## src/rtl/tdm_demux_if.sv

```systemverilog
// Link-side and channel-side bus of the TDM 1-to-4 demultiplexer.
// master drives the serial beats and consumes the channel registers; slave is the demux.
interface tdm_demux_if #(
  parameter int DATA_W = 8
);
  logic              din_valid;
  logic              din_sync;
  logic [DATA_W-1:0] din;
  logic [DATA_W-1:0] dout_a;
  logic [DATA_W-1:0] dout_b;
  logic [DATA_W-1:0] dout_c;
  logic [DATA_W-1:0] dout_d;
  logic [3:0]        dout_valid;
  logic              frame_done;
  logic              sync_err;
  logic              locked;
  logic [1:0]        slot;

  modport master (
    output din_valid, din_sync, din,
    input  dout_a, dout_b, dout_c, dout_d, dout_valid, frame_done, sync_err, locked, slot
  );

  modport slave (
    input  din_valid, din_sync, din,
    output dout_a, dout_b, dout_c, dout_d, dout_valid, frame_done, sync_err, locked, slot
  );
endinterface

```

## src/rtl/tdm_demux.sv

```systemverilog
// Receive end of the 4x1 TDM channel: routes slot 0..3 of each frame to channel
// registers a..d and tracks frame alignment with a HUNT/LOCK state machine.
module tdm_demux #(
  parameter int DATA_W = 8
) (
  input  logic        clk,
  input  logic        rst_n,
  tdm_demux_if.slave  bus
);

  typedef enum logic [0:0] {
    ST_HUNT = 1'b0,
    ST_LOCK = 1'b1
  } state_t;

  state_t            state_r;
  logic [1:0]        cnt_r;
  logic [DATA_W-1:0] dout_a_r;
  logic [DATA_W-1:0] dout_b_r;
  logic [DATA_W-1:0] dout_c_r;
  logic [DATA_W-1:0] dout_d_r;
  logic [3:0]        dout_valid_r;
  logic              frame_done_r;
  logic              sync_err_r;
  logic              locked_r;

  // Alignment FSM, slot counter and all registered outputs.
  always_ff @(posedge clk or negedge rst_n) begin
    if (!rst_n) begin
      state_r      <= ST_HUNT;
      cnt_r        <= 2'd0;
      dout_a_r     <= {DATA_W{1'b0}};
      dout_b_r     <= {DATA_W{1'b0}};
      dout_c_r     <= {DATA_W{1'b0}};
      dout_d_r     <= {DATA_W{1'b0}};
      dout_valid_r <= 4'b0000;
      frame_done_r <= 1'b0;
      sync_err_r   <= 1'b0;
      locked_r     <= 1'b0;
    end else begin
      dout_valid_r <= 4'b0000;
      frame_done_r <= 1'b0;
      sync_err_r   <= 1'b0;
      if (bus.din_valid) begin
        case (state_r)
          ST_HUNT: begin
            if (bus.din_sync) begin
              dout_a_r     <= bus.din;
              dout_valid_r <= 4'b0001;
              cnt_r        <= 2'd1;
              state_r      <= ST_LOCK;
              locked_r     <= 1'b1;
            end else begin
              cnt_r <= 2'd0;
            end
          end
          ST_LOCK: begin
            if (bus.din_sync) begin
              // A sync anywhere but slot 0 abandons the partial frame and realigns.
              dout_a_r     <= bus.din;
              dout_valid_r <= 4'b0001;
              cnt_r        <= 2'd1;
              sync_err_r   <= (cnt_r != 2'd0);
            end else if (cnt_r == 2'd0) begin
              sync_err_r <= 1'b1;
              cnt_r      <= 2'd0;
              state_r    <= ST_HUNT;
              locked_r   <= 1'b0;
            end else begin
              case (cnt_r)
                2'd1:    dout_b_r <= bus.din;
                2'd2:    dout_c_r <= bus.din;
                2'd3:    dout_d_r <= bus.din;
                default: dout_a_r <= dout_a_r;
              endcase
              dout_valid_r <= 4'b0001 << cnt_r;
              frame_done_r <= (cnt_r == 2'd3);
              cnt_r        <= cnt_r + 2'd1;
            end
          end
          default: begin
            state_r  <= ST_HUNT;
            cnt_r    <= 2'd0;
            locked_r <= 1'b0;
          end
        endcase
      end else begin
        state_r <= state_r;
      end
    end
  end

  assign bus.dout_a     = dout_a_r;
  assign bus.dout_b     = dout_b_r;
  assign bus.dout_c     = dout_c_r;
  assign bus.dout_d     = dout_d_r;
  assign bus.dout_valid = dout_valid_r;
  assign bus.frame_done = frame_done_r;
  assign bus.sync_err   = sync_err_r;
  assign bus.locked     = locked_r;
  assign bus.slot       = cnt_r;

endmodule

```

## src/flat_wrapper.sv

```systemverilog
// flat-port wrapper written by rule: the top's interface ports become plain ports
module tdm_demux_flat 
#(
  parameter int DATA_W = 8
)
  (clk, rst_n, bus_din_valid, bus_din_sync, bus_din, bus_dout_a, bus_dout_b, bus_dout_c, bus_dout_d, bus_dout_valid, bus_frame_done, bus_sync_err, bus_locked, bus_slot);
  tdm_demux_if #(.DATA_W(DATA_W)) bus_i ();
  input  logic clk;
  input  logic rst_n;
  input wire logic [$bits(bus_i.din_valid)-1:0] bus_din_valid;
  input wire logic [$bits(bus_i.din_sync)-1:0] bus_din_sync;
  input wire logic [$bits(bus_i.din)-1:0] bus_din;
  output wire logic [$bits(bus_i.dout_a)-1:0] bus_dout_a;
  output wire logic [$bits(bus_i.dout_b)-1:0] bus_dout_b;
  output wire logic [$bits(bus_i.dout_c)-1:0] bus_dout_c;
  output wire logic [$bits(bus_i.dout_d)-1:0] bus_dout_d;
  output wire logic [$bits(bus_i.dout_valid)-1:0] bus_dout_valid;
  output wire logic [$bits(bus_i.frame_done)-1:0] bus_frame_done;
  output wire logic [$bits(bus_i.sync_err)-1:0] bus_sync_err;
  output wire logic [$bits(bus_i.locked)-1:0] bus_locked;
  output wire logic [$bits(bus_i.slot)-1:0] bus_slot;
  assign bus_i.din_valid = bus_din_valid;
  assign bus_i.din_sync = bus_din_sync;
  assign bus_i.din = bus_din;
  assign bus_dout_a = bus_i.dout_a;
  assign bus_dout_b = bus_i.dout_b;
  assign bus_dout_c = bus_i.dout_c;
  assign bus_dout_d = bus_i.dout_d;
  assign bus_dout_valid = bus_i.dout_valid;
  assign bus_frame_done = bus_i.frame_done;
  assign bus_sync_err = bus_i.sync_err;
  assign bus_locked = bus_i.locked;
  assign bus_slot = bus_i.slot;
  tdm_demux #(.DATA_W(DATA_W)) u_core (.clk(clk), .rst_n(rst_n), .bus(bus_i));
endmodule
```

## config.mk

```make
export PLATFORM = sky130hd
export DESIGN_NAME = tdm_demux_flat
export DESIGN_NICKNAME = d
export VERILOG_FILES = /design/src/rtl/tdm_demux_if.sv /design/src/rtl/tdm_demux.sv /design/src/flat_wrapper.sv
export SDC_FILE = /design/constraint.sdc
export NUM_CORES = 1
export LEC_CHECK = 0
export ABC_AREA = 1
export BUFFER_PORTS_ARGS = -buffer_cell sky130_fd_sc_hd__buf_2
export CELL_PAD_IN_SITES_DETAIL_PLACEMENT = 0
export CELL_PAD_IN_SITES_GLOBAL_PLACEMENT = 2
export CORE_MARGIN = 2
export CORE_UTILIZATION = 31
export DETAILED_ROUTE_END_ITERATION = 12
export GPL_TIMING_DRIVEN = 0
export HOLD_SLACK_MARGIN = 0.12
export PLACE_DENSITY_LB_ADDON = 0.1
export SLEW_MARGIN = 20
export SYNTH_ARGS = -nofsm -noshare
export SYNTH_HDL_FRONTEND = slang
export SYNTH_SLANG_ARGS = --single-unit
```

## constraint.sdc

```tcl
create_clock -name clk -period 2.3 [get_ports clk]
set_clock_uncertainty 0.1 [all_clocks]
set_input_delay 0.23 -clock clk [delete_from_list [all_inputs] [get_ports clk]]
set_output_delay 0.23 -clock clk [all_outputs]
set_load 0.005 [all_outputs]
```

==> flow_summary.json, run 1 <==
{
  "outcome": "finished, final reports clean",
  "fin_tns_setup_ns": 0,
  "design_area_mm2": 0.00225,
  "synth_area_leaders": "dfrtp_1 60%, nand2_1 23%, ha_1 5.1%",
  "cp_cell_sequence": "inv_1, ha_1, inv_1, ha_1, nand2_4, clkinv_4, nand2_4, nand2_1, nand2_1",
  "vias_per_cell": 4.19,
  "p_leak_nw": 1.37,
  "min_path_type": "in -> reg",
  "drt-total-wl_um": 4030,
  "first_iter_violations": 54,
  "synth-adder-area-share": 0.0508,
  "antenna_found_initial": 0,
  "dp.cells": 311,
  "end_kind": "flip-flop",
  "fp.dieW_um": 78.6,
  "syn-mean-instance-area_um2": 9.17,
  "critPathLaunchType": "flip-flop",
  "grt_setup_unrepaired": "no",
  "first_global_vias": 1292,
  "antenna_cells": 0,
  "cts_hold_buf": 9,
  "htree_levels": 2,
  "hold_viol": 0,
  "hold-worst-slack_ns": 0.142,
  "peakVddDrop_mv": 0.274,
  "vias": 1371,
  "worstPathArrival_ns": 1.82,
  "place_area_mm2": 0.00207,
  "power_density_mw_per_mm2": 871,
  "dieArea_mm2": 0.00617,
  "synth_top_area_frac": 0.595,
  "routabilityCongestion": 0.754,
  "grt.total_usage": 0.144,
  "cts_tree": "done",
  "tightest_slew_ns": 0.937,
  "dp_hpwl_um": 2780,
  "drive_above_1_share": 0.282,
  "grt_overflow": 0,
  "final_common_cell": "nand2_1",
  "pin_count": 53,
  "post-route-period-util": 0.731,
  "die_height_um": 78.6,
  "maxCapViolations": 0,
  "netlist_instances": 188,
  "crit_slowest_cell": "dfrtp_1",
  "synthSimpleGateAreaFrac": 0.315,
  "grt_first_pass_wirelength_um": 6710,
  "drc": 0,
  "portBuffers": 51,
  "yosysUniqueCellTypes": 13,
  "clock_path_buffers": 2,
  "fmax_ghz": 0.594,
  "root_buffer": "clkbuf_8",
  "synth-compound-area-share": 0.00363,
  "final_cells": 327,
  "yosysWarningCount": 0,
  "grt_max_degree": 42,
  "crit_type": "reg -> reg",
  "clkTransAtPathRegs_ns": 0.08,
  "start_util": 0.317,
  "yosysTopAreaCell": "dfrtp_1",
  "num_rows": 27,
  "synth_seq_cells": 41,
  "muxShareOfSynthArea": 0,
  "final_cell_mix": "107 x nand2_1, 51 x buf_2, 41 x dfrtp_1",
  "ys_seq_area_frac": 0.595,
  "wl_per_cell_um": 12.3,
  "cts_setup_buffers": 0,
  "clk_latency_ns": 0.29,
  "cts_resized": 0,
  "fin_nets": 274,
  "worstPathRequired_ns": 2.43,
  "syn-cell-area_mm2": 0.00172,
  "slew_viol_final": 0,
  "cp_slowest_stage_delay_ns": 0.42,
  "max-slew-margin-rel": 0.375,
  "ant_nets": 0,
  "synth_nets": 207,
  "setup_viol": 0,
  "areaGrowthSynthToFinish_pct": 30.3,
  "core_area_mm2": 0.00544,
  "final.setup.worst_slack_ns": 0.618,
  "min_period_ns": 1.68,
  "synth_top_family_by_area": "simple AND/OR/NAND/NOR gates",
  "numCtsBuffers": 5,
  "dp_slack_ns": 0.638,
  "critPathMaxFanout": 8,
  "synth_xor_xnor_area_share": 0,
  "first_pass_iters": 4,
  "clock_sinks": 41
}
## power by group
group          switching (mW)  internal (mW)
registers               0.102          0.899
logic                   0.253          0.222
clock network           0.241          0.238
total                   0.596           1.36
## cells by family after synthesis
| group | count (synthesis) |
|---|---|
| adder cells (fa/ha/maj) | 7 |
| AND/OR/NAND/NOR | 126 |
| buffers and inverters | 13 |
| flip-flops | 41 |
| AO/OA/AOI/OAI | 1 |
## layout make-up
cell class,instances,area (µm²)
clock buffer,7,86.3
sequential,41,1030
inverter,11,46.3
buffer,2,15.0
fill,574,3190
timing repair buffer,60,345
multi-input combinational,134,637
tap,72,90.1
## sequential cells by signal, indices dropped and copies added, names as in the netlist
name,count
u_core.bus.locked,1
u_core.bus.dout_valid,4
u_core.state_r,1
u_core.bus.dout_c,8
u_core.bus.sync_err,1
u_core.bus.dout_d,8
u_core.bus.dout_a,8
u_core.bus.dout_b,8
u_core.bus.slot,2
## routing by layer
layer | track usage | wire (µm)
met5 | 0 | 0
met4 | 0.0526 | 52
met3 | 0.0506 | 247
met2 | 0.198 | 1700
met1 | 0.205 | 2040
## final timing paths
kind	start	end	slack (ns)	cells past startpoint
min in group asynchronous	rst_n	u_core.bus.slot[1]	0.52	2
max	u_core.bus.slot[0]	u_core.bus.dout_d[4]	0.62	9
min	bus_din_valid	u_core.bus.slot[1]	0.14	2
max reg2reg	u_core.bus.slot[0]	u_core.bus.dout_d[4]	0.62	9
max in group asynchronous	rst_n	u_core.bus.dout_d[2]	0.99	2
min reg2reg	u_core.bus.dout_b[7]	u_core.bus.dout_b[7]	0.37	2
## Yosys cell counts
library cell and n:
clkinv_4 1, nand2_2 3, nor2_4 3, dfrtp_1 41
nor2_1 7, buf_4 2, inv_1 9, nand2_4 5
o22ai_1 1, nand2_1 107, or2_1 1, ha_1 7
inv_2 1
## critical path: cells and delay by family (launching register included)
family,cells,cell delay [ns]
AND/OR/NAND/NOR,4,0.39
buffers and inverters,3,0.30
flip-flops,1,0.42
adder cells (fa/ha/maj),2,0.42
## through the flow
step | util | power [mW]
global placement | 0.380 | 1.49
floorplan | - | 1.24
finish | 0.413 | 1.96
detailed placement | 0.380 | 1.49
global route | 0.413 | 2.10
CTS | 0.413 | 1.99
No activity file was read; power rests on OpenSTA's default activity.
==> run 2, diff against run 1 <==
- CORE_UTILIZATION: 31 -> 29
- clock period: 2.3 -> 1.55 ns (I/O delays scaled with it)
==> run 2 against run 1 <==
Effect of this change: hold slack improved by 0.22 ns; non-clock buffer count rose by 8; global-route usage fell by 0.20 points; first-iteration DRC count rose by 26%; via count fell by 0.36%; clock power rose by 50%; die area rose by 6.5%; setup slack got worse by 0.52 ns; sequential share of layout area fell by 2.9 points; total power rose by 54%; fmax rose by 16%.
==> flow_summary.json, run 2 (synthesis results as in run 1) <==
{
  "outcome": "finished, final reports clean",
  "first_iter_violations": 68,
  "cp_slowest_stage_delay_ns": 0.37,
  "worstPathArrival_ns": 1.59,
  "tightest_slew_ns": 0.941,
  "core_area_mm2": 0.00582,
  "crit_slowest_cell": "dfrtp_1",
  "cts_tree": "done",
  "dp_hpwl_um": 2840,
  "hold_viol": 0,
  "post-route-period-util": 0.939,
  "place_area_mm2": 0.00207,
  "drive_above_1_share": 0.335,
  "die_height_um": 81.1,
  "crit_family": "simple AND/OR/NAND/NOR gates",
  "start_util": 0.296,
  "root_buffer": "clkbuf_8",
  "grt.total_usage": 0.142,
  "wl_per_cell_um": 12.3,
  "worstPathRequired_ns": 1.68,
  "vias": 1366,
  "p_leak_nw": 1.37,
  "routabilityCongestion": 0.679,
  "peakVddDrop_mv": 0.676,
  "fmax_ghz": 0.687,
  "maxCapViolations": 0,
  "finalPower_mw": 3.02,
  "portBuffers": 51,
  "max-slew-margin-rel": 0.372,
  "fin_nets": 282,
  "clock_sinks": 41,
  "vias_per_cell": 4.04,
  "fill_cells": 636,
  "ant_nets": 0,
  "numCtsBuffers": 5,
  "min_path_type": "reg -> reg",
  "final_common_cell": "nand2_1",
  "critPathMaxFanout": 8,
  "grt_max_degree": 42,
  "first_pass_iters": 4,
  "clkTransAtPathRegs_ns": 0.08,
  "critPathLaunchType": "flip-flop",
  "drc": 0,
  "areaGrowthSynthToFinish_pct": 39.0,
  "final_cell_mix": "104 x nand2_1, 51 x buf_2, 41 x dfrtp_1",
  "clk_latency_ns": 0.29,
  "grt_first_pass_wirelength_um": 6910,
  "antenna_found_initial": 0,
  "dieArea_mm2": 0.00658,
  "num_rows": 28,
  "fp.dieW_um": 81.1,
  "clock_path_buffers": 2,
  "finish.utilization": 0.412,
  "htree_levels": 2,
  "setup_viol": 0,
  "end_kind": "flip-flop",
  "pin_count": 53,
  "design_area_mm2": 0.00240,
  "slew_viol_final": 0,
  "first_global_vias": 1370,
  "grt_overflow": 0,
  "grt_setup_unrepaired": "yes",
  "drt-total-wl_um": 4170,
  "min_period_ns": 1.46,
  "antenna_cells": 0,
  "crit_type": "reg -> reg",
  "cp_cell_sequence": "inv_2, ha_4, inv_4, ha_4, nand2_8, nor2_4, nand2_1, nand2_1",
  "path_buf_inv": 2,
  "power_density_mw_per_mm2": 1260
}
run 2: worst paths after layout:
kind,depth (start not counted),from,slack (ns),end
min in group asynchronous,2,rst_n,0.44,u_core.bus.locked
max,8,u_core.bus.slot[0],0.09,u_core.bus.dout_c[6]
max in group asynchronous,2,rst_n,0.32,u_core.bus.dout_c[2]
min reg2reg,2,u_core.bus.dout_c[6],0.37,u_core.bus.dout_c[6]
max reg2reg,8,u_core.bus.slot[0],0.09,u_core.bus.dout_c[6]
min,2,u_core.bus.dout_c[6],0.37,u_core.bus.dout_c[6]
run 2: what timing repair did:
item / 4_1_cts / 5_1_grt
setup buffers: 2 / 4
pin swaps: 3 / 12
endpoints found under the setup margin: 24 / 24
hold buffers: 11 / 0
endpoints found under the hold margin: 78 / 0
resized for setup: 10 / 7
run 2: routing by layer:
metal | share of wire | global-route usage | vias to the layer above | wire length, µm
li1 | - | - | 707 | -
met1 | 0.51 | 0.204 | 618 | 2130
met2 | 0.42 | 0.204 | 35 | 1750
met3 | 0.054 | 0.0367 | 6 | 223
met4 | 0.016 | 0.0508 | 0 | 66
met5 | 0 | 0 | - | 0
run 2: tightest hold or removal path: stages, from the launching register on:
cell and delay, ns:
dfrtp_1 0.34, nand2_1 0.05, nand2_1 0.05
run 2: where the power goes:
part	internal [mW]	switching (mW)	leakage, nW	total (mW)
logic	0.387	0.419	0.787	0.806
registers	1.33	0.156	0.536	1.49
clock network	0.352	0.370	0.0433	0.722
total	2.07	0.946	1.37	3.02
run 2: area by class of cell:
class / count / area [µm²] / share of cell area
plain buffers: 2 / 15.0 / 0.00627
clock buffers: 6 / 82.6 / 0.0345
clock inverters: 1 / 7.51 / 0.00313
inverters: 11 / 56.3 / 0.0235
multi-input cells: 134 / 704 / 0.294
flip-flops and latches: 41 / 1030 / 0.428
well taps: 75 / 93.8 / 0.0392
repair buffers: 68 / 410 / 0.171
run 2: through the flow:
stage	instances	TNS [ns]	hold slack, ns	worst slack (ns)
2_1_floorplan	188	0	-0.241	0.0361
3_3_place_gp	314	-2.84	0.279	-0.133
3_5_place_dp	314	-2.45	0.276	-0.116
4_1_cts	334	0	0.374	0.0223
6_report	338	0	0.366	0.0944
5_1_grt	338	-0.135	0.389	-0.0274
